[src/rtl/mem_stage.sv]
// mem_stage: byte-serial load/store memory stage with registered writeback.
// Loads and stores (op `EXE_LORE) are split into single-byte requests on a
// one-outstanding-byte memory port; other ops pass straight through in one cycle.
// Optional build macro: MEM_ALIGN_CHECK_EN rejects misaligned LH/LHU/SH/LW/SW
// without touching memory and flags them on misalign_out for one cycle.

`ifndef OpBus
`define OpBus 2:0
`endif
`ifndef FunBus
`define FunBus 2:0
`endif
`ifndef RegBus
`define RegBus 4:0
`endif
`ifndef EXE_LORE
`define EXE_LORE 3'd5
`endif

module mem_stage (
    input  logic           clk_in,
    input  logic           rst_in,
    input  logic [`OpBus]  op_in,
    input  logic [`FunBus] fun_in,
    input  logic [`RegBus] rd_in,
    input  logic [31:0]    res_in,
    input  logic [31:0]    imm_in,
    input  logic           rec_in,
    input  logic           reg_we_in,
    output logic [`RegBus] rd_out,
    output logic [31:0]    wdata_out,
    output logic           reg_we_out,
    output logic           rec_out,
    output logic           stall_out,
    output logic           mem_req_out,
    output logic           mem_we_out,
    output logic [31:0]    mem_addr_out,
    output logic [7:0]     mem_wdata_out,
    input  logic           mem_gnt_in,
    input  logic [7:0]     mem_rdata_in,
    output logic           misalign_out
);

    localparam int unsigned XLEN = 32;
    localparam int unsigned BW   = 8;

    localparam logic [2:0] FUN_LB  = 3'b000;
    localparam logic [2:0] FUN_LH  = 3'b001;
    localparam logic [2:0] FUN_LW  = 3'b010;
    localparam logic [2:0] FUN_LBU = 3'b011;
    localparam logic [2:0] FUN_LHU = 3'b100;
    localparam logic [2:0] FUN_SB  = 3'b101;
    localparam logic [2:0] FUN_SH  = 3'b110;
    localparam logic [2:0] FUN_SW  = 3'b111;

    typedef enum logic {IDLE, XFER} state_e;

    // Index of the last byte of an access (size - 1).
    function automatic logic [1:0] last_idx(input logic [2:0] f);
        case (f)
            FUN_LB, FUN_LBU, FUN_SB: last_idx = 2'd0;
            FUN_LH, FUN_LHU, FUN_SH: last_idx = 2'd1;
            default:                 last_idx = 2'd3;
        endcase
    endfunction

    function automatic logic is_store(input logic [2:0] f);
        is_store = (f == FUN_SB) || (f == FUN_SH) || (f == FUN_SW);
    endfunction

`ifdef MEM_ALIGN_CHECK_EN
    function automatic logic is_misaligned(input logic [2:0] f, input logic [1:0] a);
        case (f)
            FUN_LH, FUN_LHU, FUN_SH: is_misaligned = a[0];
            FUN_LW, FUN_SW:          is_misaligned = (a != 2'b00);
            default:                 is_misaligned = 1'b0;
        endcase
    endfunction
`endif

    state_e              state_q, state_d;
    logic [1:0]          cnt_q, cnt_d;
    logic [XLEN-1:0]     addr_q, addr_d;
    logic [XLEN-1:0]     data_q, data_d;
    logic [XLEN-1:0]     asm_q, asm_d;
    logic [`FunBus]      fun_q, fun_d;
    logic [`RegBus]      dst_q, dst_d;

    logic [`RegBus]      rd_q, rd_d;
    logic [XLEN-1:0]     wdata_q, wdata_d;
    logic                reg_we_q, reg_we_d;
    logic                rec_q, rec_d;
    logic                mis_q, mis_d;

    logic                lore_in;
    logic                mis_in;
    logic                last_beat;
    logic [4:0]          byte_sh;
    logic [XLEN-1:0]     asm_full;
    logic [XLEN-1:0]     load_val;

    assign lore_in = rec_in && (op_in == `EXE_LORE);

`ifdef MEM_ALIGN_CHECK_EN
    assign mis_in = lore_in && is_misaligned(fun_in, res_in[1:0]);
`else
    assign mis_in = 1'b0;
`endif

    // Byte lane of the current beat, and the word with the incoming read byte merged in.
    always_comb begin
        byte_sh   = {cnt_q, 3'b000};
        asm_full  = (asm_q & ~(XLEN'(8'hFF) << byte_sh)) | (XLEN'(mem_rdata_in) << byte_sh);
        last_beat = (state_q == XFER) && mem_gnt_in && (cnt_q == last_idx(fun_q));
        case (fun_q)
            FUN_LB:  load_val = XLEN'($signed(asm_full[BW-1:0]));
            FUN_LH:  load_val = XLEN'($signed(asm_full[2*BW-1:0]));
            FUN_LBU: load_val = XLEN'(asm_full[BW-1:0]);
            FUN_LHU: load_val = XLEN'(asm_full[2*BW-1:0]);
            FUN_LW:  load_val = asm_full;
            default: load_val = '0;
        endcase
    end

    // Memory port and stall; request and stall are forced low while reset is asserted.
    always_comb begin
        mem_req_out   = !rst_in && (state_q == XFER);
        mem_we_out    = mem_req_out && is_store(fun_q);
        mem_addr_out  = (state_q == XFER) ? (addr_q + XLEN'(cnt_q)) : '0;
        mem_wdata_out = (state_q == XFER) ? BW'(data_q >> byte_sh) : '0;
        stall_out     = !rst_in &&
                        (((state_q == IDLE) && lore_in && !mis_in) ||
                         ((state_q == XFER) && !last_beat));
    end

    // Next-state and registered-output logic.
    always_comb begin
        state_d  = state_q;
        cnt_d    = cnt_q;
        addr_d   = addr_q;
        data_d   = data_q;
        asm_d    = asm_q;
        fun_d    = fun_q;
        dst_d    = dst_q;
        rd_d     = '0;
        wdata_d  = '0;
        reg_we_d = 1'b0;
        rec_d    = 1'b0;
        mis_d    = 1'b0;

        case (state_q)
            IDLE: begin
                if (rec_in) begin
                    if (lore_in) begin
                        if (mis_in) begin
                            rec_d = 1'b1;
                            mis_d = 1'b1;
                            rd_d  = rd_in;
                        end else begin
                            addr_d  = res_in;
                            data_d  = imm_in;
                            fun_d   = fun_in;
                            dst_d   = rd_in;
                            cnt_d   = 2'd0;
                            asm_d   = '0;
                            state_d = XFER;
                        end
                    end else begin
                        rd_d     = rd_in;
                        wdata_d  = res_in;
                        reg_we_d = reg_we_in;
                        rec_d    = 1'b1;
                    end
                end
            end
            XFER: begin
                if (mem_gnt_in) begin
                    if (last_beat) begin
                        state_d = IDLE;
                        cnt_d   = 2'd0;
                        rec_d   = 1'b1;
                        rd_d    = dst_q;
                        if (!is_store(fun_q)) begin
                            reg_we_d = 1'b1;
                            wdata_d  = load_val;
                        end
                    end else begin
                        cnt_d = cnt_q + 2'd1;
                        asm_d = asm_full;
                    end
                end
            end
            default: state_d = IDLE;
        endcase
    end

    // State and output registers with synchronous reset.
    always_ff @(posedge clk_in) begin
        if (rst_in) begin
            state_q  <= IDLE;
            cnt_q    <= 2'd0;
            addr_q   <= '0;
            data_q   <= '0;
            asm_q    <= '0;
            fun_q    <= '0;
            dst_q    <= '0;
            rd_q     <= '0;
            wdata_q  <= '0;
            reg_we_q <= 1'b0;
            rec_q    <= 1'b0;
            mis_q    <= 1'b0;
        end else begin
            state_q  <= state_d;
            cnt_q    <= cnt_d;
            addr_q   <= addr_d;
            data_q   <= data_d;
            asm_q    <= asm_d;
            fun_q    <= fun_d;
            dst_q    <= dst_d;
            rd_q     <= rd_d;
            wdata_q  <= wdata_d;
            reg_we_q <= reg_we_d;
            rec_q    <= rec_d;
            mis_q    <= mis_d;
        end
    end

    assign rd_out       = rd_q;
    assign wdata_out    = wdata_q;
    assign reg_we_out   = reg_we_q;
    assign rec_out      = rec_q;
    assign misalign_out = mis_q;

endmodule

[config.mk]
export PLATFORM = sky130hd
export DESIGN_NAME = mem_stage
export DESIGN_NICKNAME = d
export VERILOG_FILES = /design/src/rtl/mem_stage.sv
export SDC_FILE = /design/constraint.sdc
export NUM_CORES = 1
export LEC_CHECK = 0
export ABC_AREA = 1
export CAP_MARGIN = 0
export CORE_UTILIZATION = 51
export DETAILED_ROUTE_END_ITERATION = 16
export HOLD_SLACK_MARGIN = 0.03
export PLACE_DENSITY_LB_ADDON = 0.2
export SYNTH_ARGS = -nofsm -noshare
export SYNTH_HDL_FRONTEND = slang
export SYNTH_SLANG_ARGS = --single-unit
export TNS_END_PERCENT = 5
[constraint.sdc]
create_clock -name clk_in -period 3.7 [get_ports clk_in]
set_clock_uncertainty 0.15 [all_clocks]
set_input_delay 0.74 -clock clk_in [delete_from_list [all_inputs] [get_ports clk_in]]
set_output_delay 0.74 -clock clk_in [all_outputs]
set_load 0.005 [all_outputs]
Word level (Yosys, flattened, before mapping)
Cells that the tools add are included.
{ "op_classes": {"addsub": 2, "mul": 0, "div_mod_pow": 0, "n_lt_le_gt_ge": 0, "eq_ne": 13, "n_shift": 3, "muxes": 41, "n_bitwise": 4, "reduce_logical": 19} }
{ "op_table": {"columns": ["cell", "n"], "rows": [
  ["32-bit 2-to-1 mux", 10],
  ["32-bit one-hot mux with 5 select lines", 1],
  ["32-bit one-hot mux with 2 select lines", 2],
  ["32-bit by 2-bit adder with 32-bit output", 1],
  ["32-bit bitwise AND", 1],
  ["32-bit inverter", 1],
  ["32-bit OR", 1],
  ["8-bit by 5-bit << shifter with 32-bit output", 1],
  ["8-bit by 5-bit << shifter with 32-bit output, first input constant", 1],
  ["32-bit by 5-bit >> shifter with 8-bit output", 1],
  ["5-bit 2-to-1 mux", 4],
  ["3-bit == test, second input constant", 5],
  ["1-bit 2-to-1 mux", 13],
  ["5-bit one-hot mux with 2 select lines", 1],
  ["1-bit logical AND", 8],
  ["2-bit 2-to-1 mux", 4],
  ["8-bit 2-to-1 mux", 1],
  ["2-bit != test, second input constant", 4],
  ["2-bit one-hot mux with 2 select lines", 2],
  ["3-bit by 2-bit == test with 1-bit output, second input constant", 2],
  ["1-bit one-hot mux with 2 select lines", 3],
  ["3-bit AND reduction", 2],
  ["3-bit OR reduction", 2],
  ["4-bit AND reduction", 1],
  ["7 further kinds", 10]
]} }
{ "word_totals": {"reg_bits": 146, "latch_bits": 0, "ramBits": 0, "rom_bits": 0, "wordCells": 93, "memories": 0} }

Longest topological paths before layout
{ "logic_depth": {"ltp_word": 9, "mapped_depth": 15, "ltp_nobuf": 14} }

Least setup slack after synthesis
Ideal clock, no wire load.
{ "synth_timing": {"path_type": "register -> output", "from": "register cnt_q[0]", "to": "output mem_addr_out[24]", "arrival_ns": 1.748, "t_required_ns": 2.810, "setup_slack_ns": 1.062, "path_stages_with_launch": 14, "path_buffers": 0, "cell_sequence": "dfxtp_1 > ha_1 > fa_1 > nand2_1 > inv_1 > nand3_1 > inv_1 > nand2_1 > inv_1 > nand2_1 > nor2_1 > nand4_1 > o21ai_0 > a21oi_1"} }
{ "synth_via": {"elab_chain_cells": 2} }
{ "synth_lines": {"columns": ["element", "line", "source"], "rows": [
  ["start: declaration", "82", "logic [1:0] cnt_q, cnt_d;"],
  ["start signal: assignment", "214", "cnt_q <= cnt_d;"],
  ["32-bit by 2-bit adder with 32-bit output", "129", "mem_addr_out = (state_q == XFER) ? (addr_q + XLEN'(cnt_q)) : '0;"],
  ["32-bit 2-to-1 mux", "129", null],
  ["end: declaration", "37", "output logic [31:0] mem_addr_out,"]
]} }
No other way between the ends.

Worst setup path in the final report
{ "layout_timing": {"from": "register cnt_q[0]", "to": "output mem_addr_out[26]"} }
The elaborated chain is that of the path after synthesis.

==> impl_metrics.toml <==
[clocking]
numClockSinks = 146
clkTransAtPathRegs_ps = 60
cts_tree = "built"
cts_max_level = 4
numCtsBuffers = 17
cts_buffer_depth = 2
worstSkewPairLatency_ps = 430
root_buffer = "clkbuf_16"

[timing]
min_period_ps = 3650
period_share_pct = 98.6
rsz0062_at_grt = "true"
max_clock_freq_ghz = 0.274
hold_viol_final = 0
worst_pin_slew_ps = 876
max_slew_margin_pct = 41.4
maxSlewViolCount = 0
finalSetupViolCount = 0

[layout]
antenna_cells = 0
syn_to_final_growth_pct = 32.6
n_fill_cell = 1241
num-nets-final = 1352
final_util_pct = 69.7
drive_above_1_share_pct = 7.17
most-common-layout-cells = "nand2_1, nor2_1, clkdlybuf4s50_1"
mostFrequentLayoutCell = "nand2_1"

[worst_setup_path]
start_kind = "flip-flop"
cp.arrival_ps = 2760
endpoint_kind = "output port"
path_class = "flip-flop to output port"
worstPathMaxFanout = 4
crit_required_ps = 2810

[job]
cap_violations = 0

[synthesis]
synthCells = 1129
ys_async_sr_fraction_pct = 0
synth_area_um2 = 7320
ys_ff_latch = 146
ys_seq_area_share_pct = 39.9
synth_nets = 1224
synth_ff_type = "dfxtp_1"
synth.distinct_cells = 38
syn_avg_cell_area_um2 = 6.49
synth_edf_count = 0
ys.warnings.count = 0

[pwr]
p_per_area_nw_per_um2 = 396
power_mw = 3.84
ir_drop_mv = 0.296
p_leak_nw = 3.74

[floorplan]
initial_utilization_pct = 52.5
die_area_um2 = 14800
io_pins = 171
rows = 43
coreArea_um2 = 13900
die_h_um = 122
die_x_um = 122

[place]
port_buffers = 169
dp_hpwl_um = 16400
gp_congestion = 0.980

[global_route]
grt_max_degree = 93
grt-ovfl-total = 0
grt_first_pass_wirelength_um = 36300
grt_antenna_before_repair = 0
grt_use_total_pct = 31.8
first_global_vias = 7336

[route]
route.detailed.drc = 0
drt_first_pass_iters = 5
routedWlPerCell_um = 16.1
wl_um = 23300
ant_nets = 0
vias = 8095
vias_per_cell = 5.58
drt_iter0_drc = 849

[outcome]
status = "finished, final reports clean"

[worst_hold_path]
hold_path_class = "flip-flop to flip-flop"
-- cells by family (layout without fill, tap and decap cells) --
logic type                 count (synthesis)  count (layout)  share of synthesized area (%)
AOI/OAI and AO/OA                        223             223                           16.1
xor gates and xnor gates                   9               9                           1.08
adders and majority gates                  7               7                           1.30
buffers and inverters                    153             294                           8.46
DFF                                      146             146                           39.9
other                                      1               1                         0.0512
and+or+nand+nor                          590             590                           33.1
-- sequential cells by signal, summed over array words and instances (netlist names) --
| signal | count |
|---|---|
| asm_q | 32 |
| reg_we_out | 1 |
| addr_q | 32 |
| rec_out | 1 |
| wdata_out | 32 |
| dst_q | 5 |
| rd_out | 5 |
| state_q | 1 |
| fun_q | 3 |
| data_q | 32 |
| cnt_q | 2 |
-- area by class of cell --
cell class              instances  area [um2]  area share [%]
clock inverters                14         155            1.60
repair buffers                186        1820            18.8
multi-input cells             830        3860            39.8
clock buffers                  18         429            4.42
flip-flops and latches        146        2920            30.1
well taps                     180         225            2.32
inverters                      76         288            2.96
-- per-layer routing --
metal	GRT usage, %	vias up	wire [um]
met5	0	-	0
met4	16.2	0	1090
met3	7.21	78	1990
met1	39.4	3682	9370
li1	-	3906	-
met2	51.5	429	10800
-- synthesized netlist by cell type, drive strengths merged (2+ instances only) --
master,n,area share (%)
dfxtp,146,40
nand3,50,3.6
xor2,7,0.84
xnor2,2,0.24
nor3,28,2.1
nor2,221,11
nor4,5,0.51
inv,75,3.9
o21ai,99,6.9
o22ai,32,2.8
a21oi,88,6.0
ha,6,1.0
nand2,271,14
buf,29,2.1
clkbuf,48,2.5
nand4,14,1.2
a31oi,2,0.17
-- worst max-delay path, cell delays in order (launching register included) --
cell,delay (ps)
dfxtp_1,350
ha_2,200
fa_2,210
nand2_1,60
inv_1,90
nand3_1,110
inv_2,110
nand2_2,100
inv_2,90
nand2_2,70
nor4_4,210
a21oi_1,100
nor2_1,120
clkdlybuf4s50_1,510
-- power breakdown --
group | internal, mW | leakage, nW | switching [mW] | total (mW)
clock | 1.00 | 0.276 | 0.726 | 1.73
combinational | 0.204 | 2.27 | 0.240 | 0.444
sequential | 1.63 | 1.19 | 0.0370 | 1.67
-- repair_timing --
action | CTS | global route
resized for setup | 10 | 15
endpoints found under the setup margin | 9 | 16
pin swaps | 0 | 3
hold buffers | 0 | 0
setup buffers | 0 | 1
-- per-stage QoR --
stage | hold slack (ps) | std cells | worst slack, ps | TNS, ps | area (um2)
after floorplan | 290 | 1129 | 1060 | 0 | 7320
after global placement | 300 | 1417 | 421 | 0 | 9030
after detailed placement | 302 | 1417 | 338 | 0 | 9030
after CTS | 312 | 1449 | -6.67 | -12.3 | 9660
after global routing | 330 | 1450 | -154 | -520 | 9710
final | 315 | 1450 | 53.4 | 0 | 9710
-- worst paths after layout --
kind	slack [ps]	depth (start not counted)	to	from
max	50	13	mem_addr_out[26]	cnt_q[0]
min	320	2	rd_out[0]	dst_q[0]
max reg2reg	710	10	wdata_out[22]	cnt_q[1]
min reg2reg	320	2	rd_out[0]	dst_q[0]
Power figures use the tool's default switching activity.
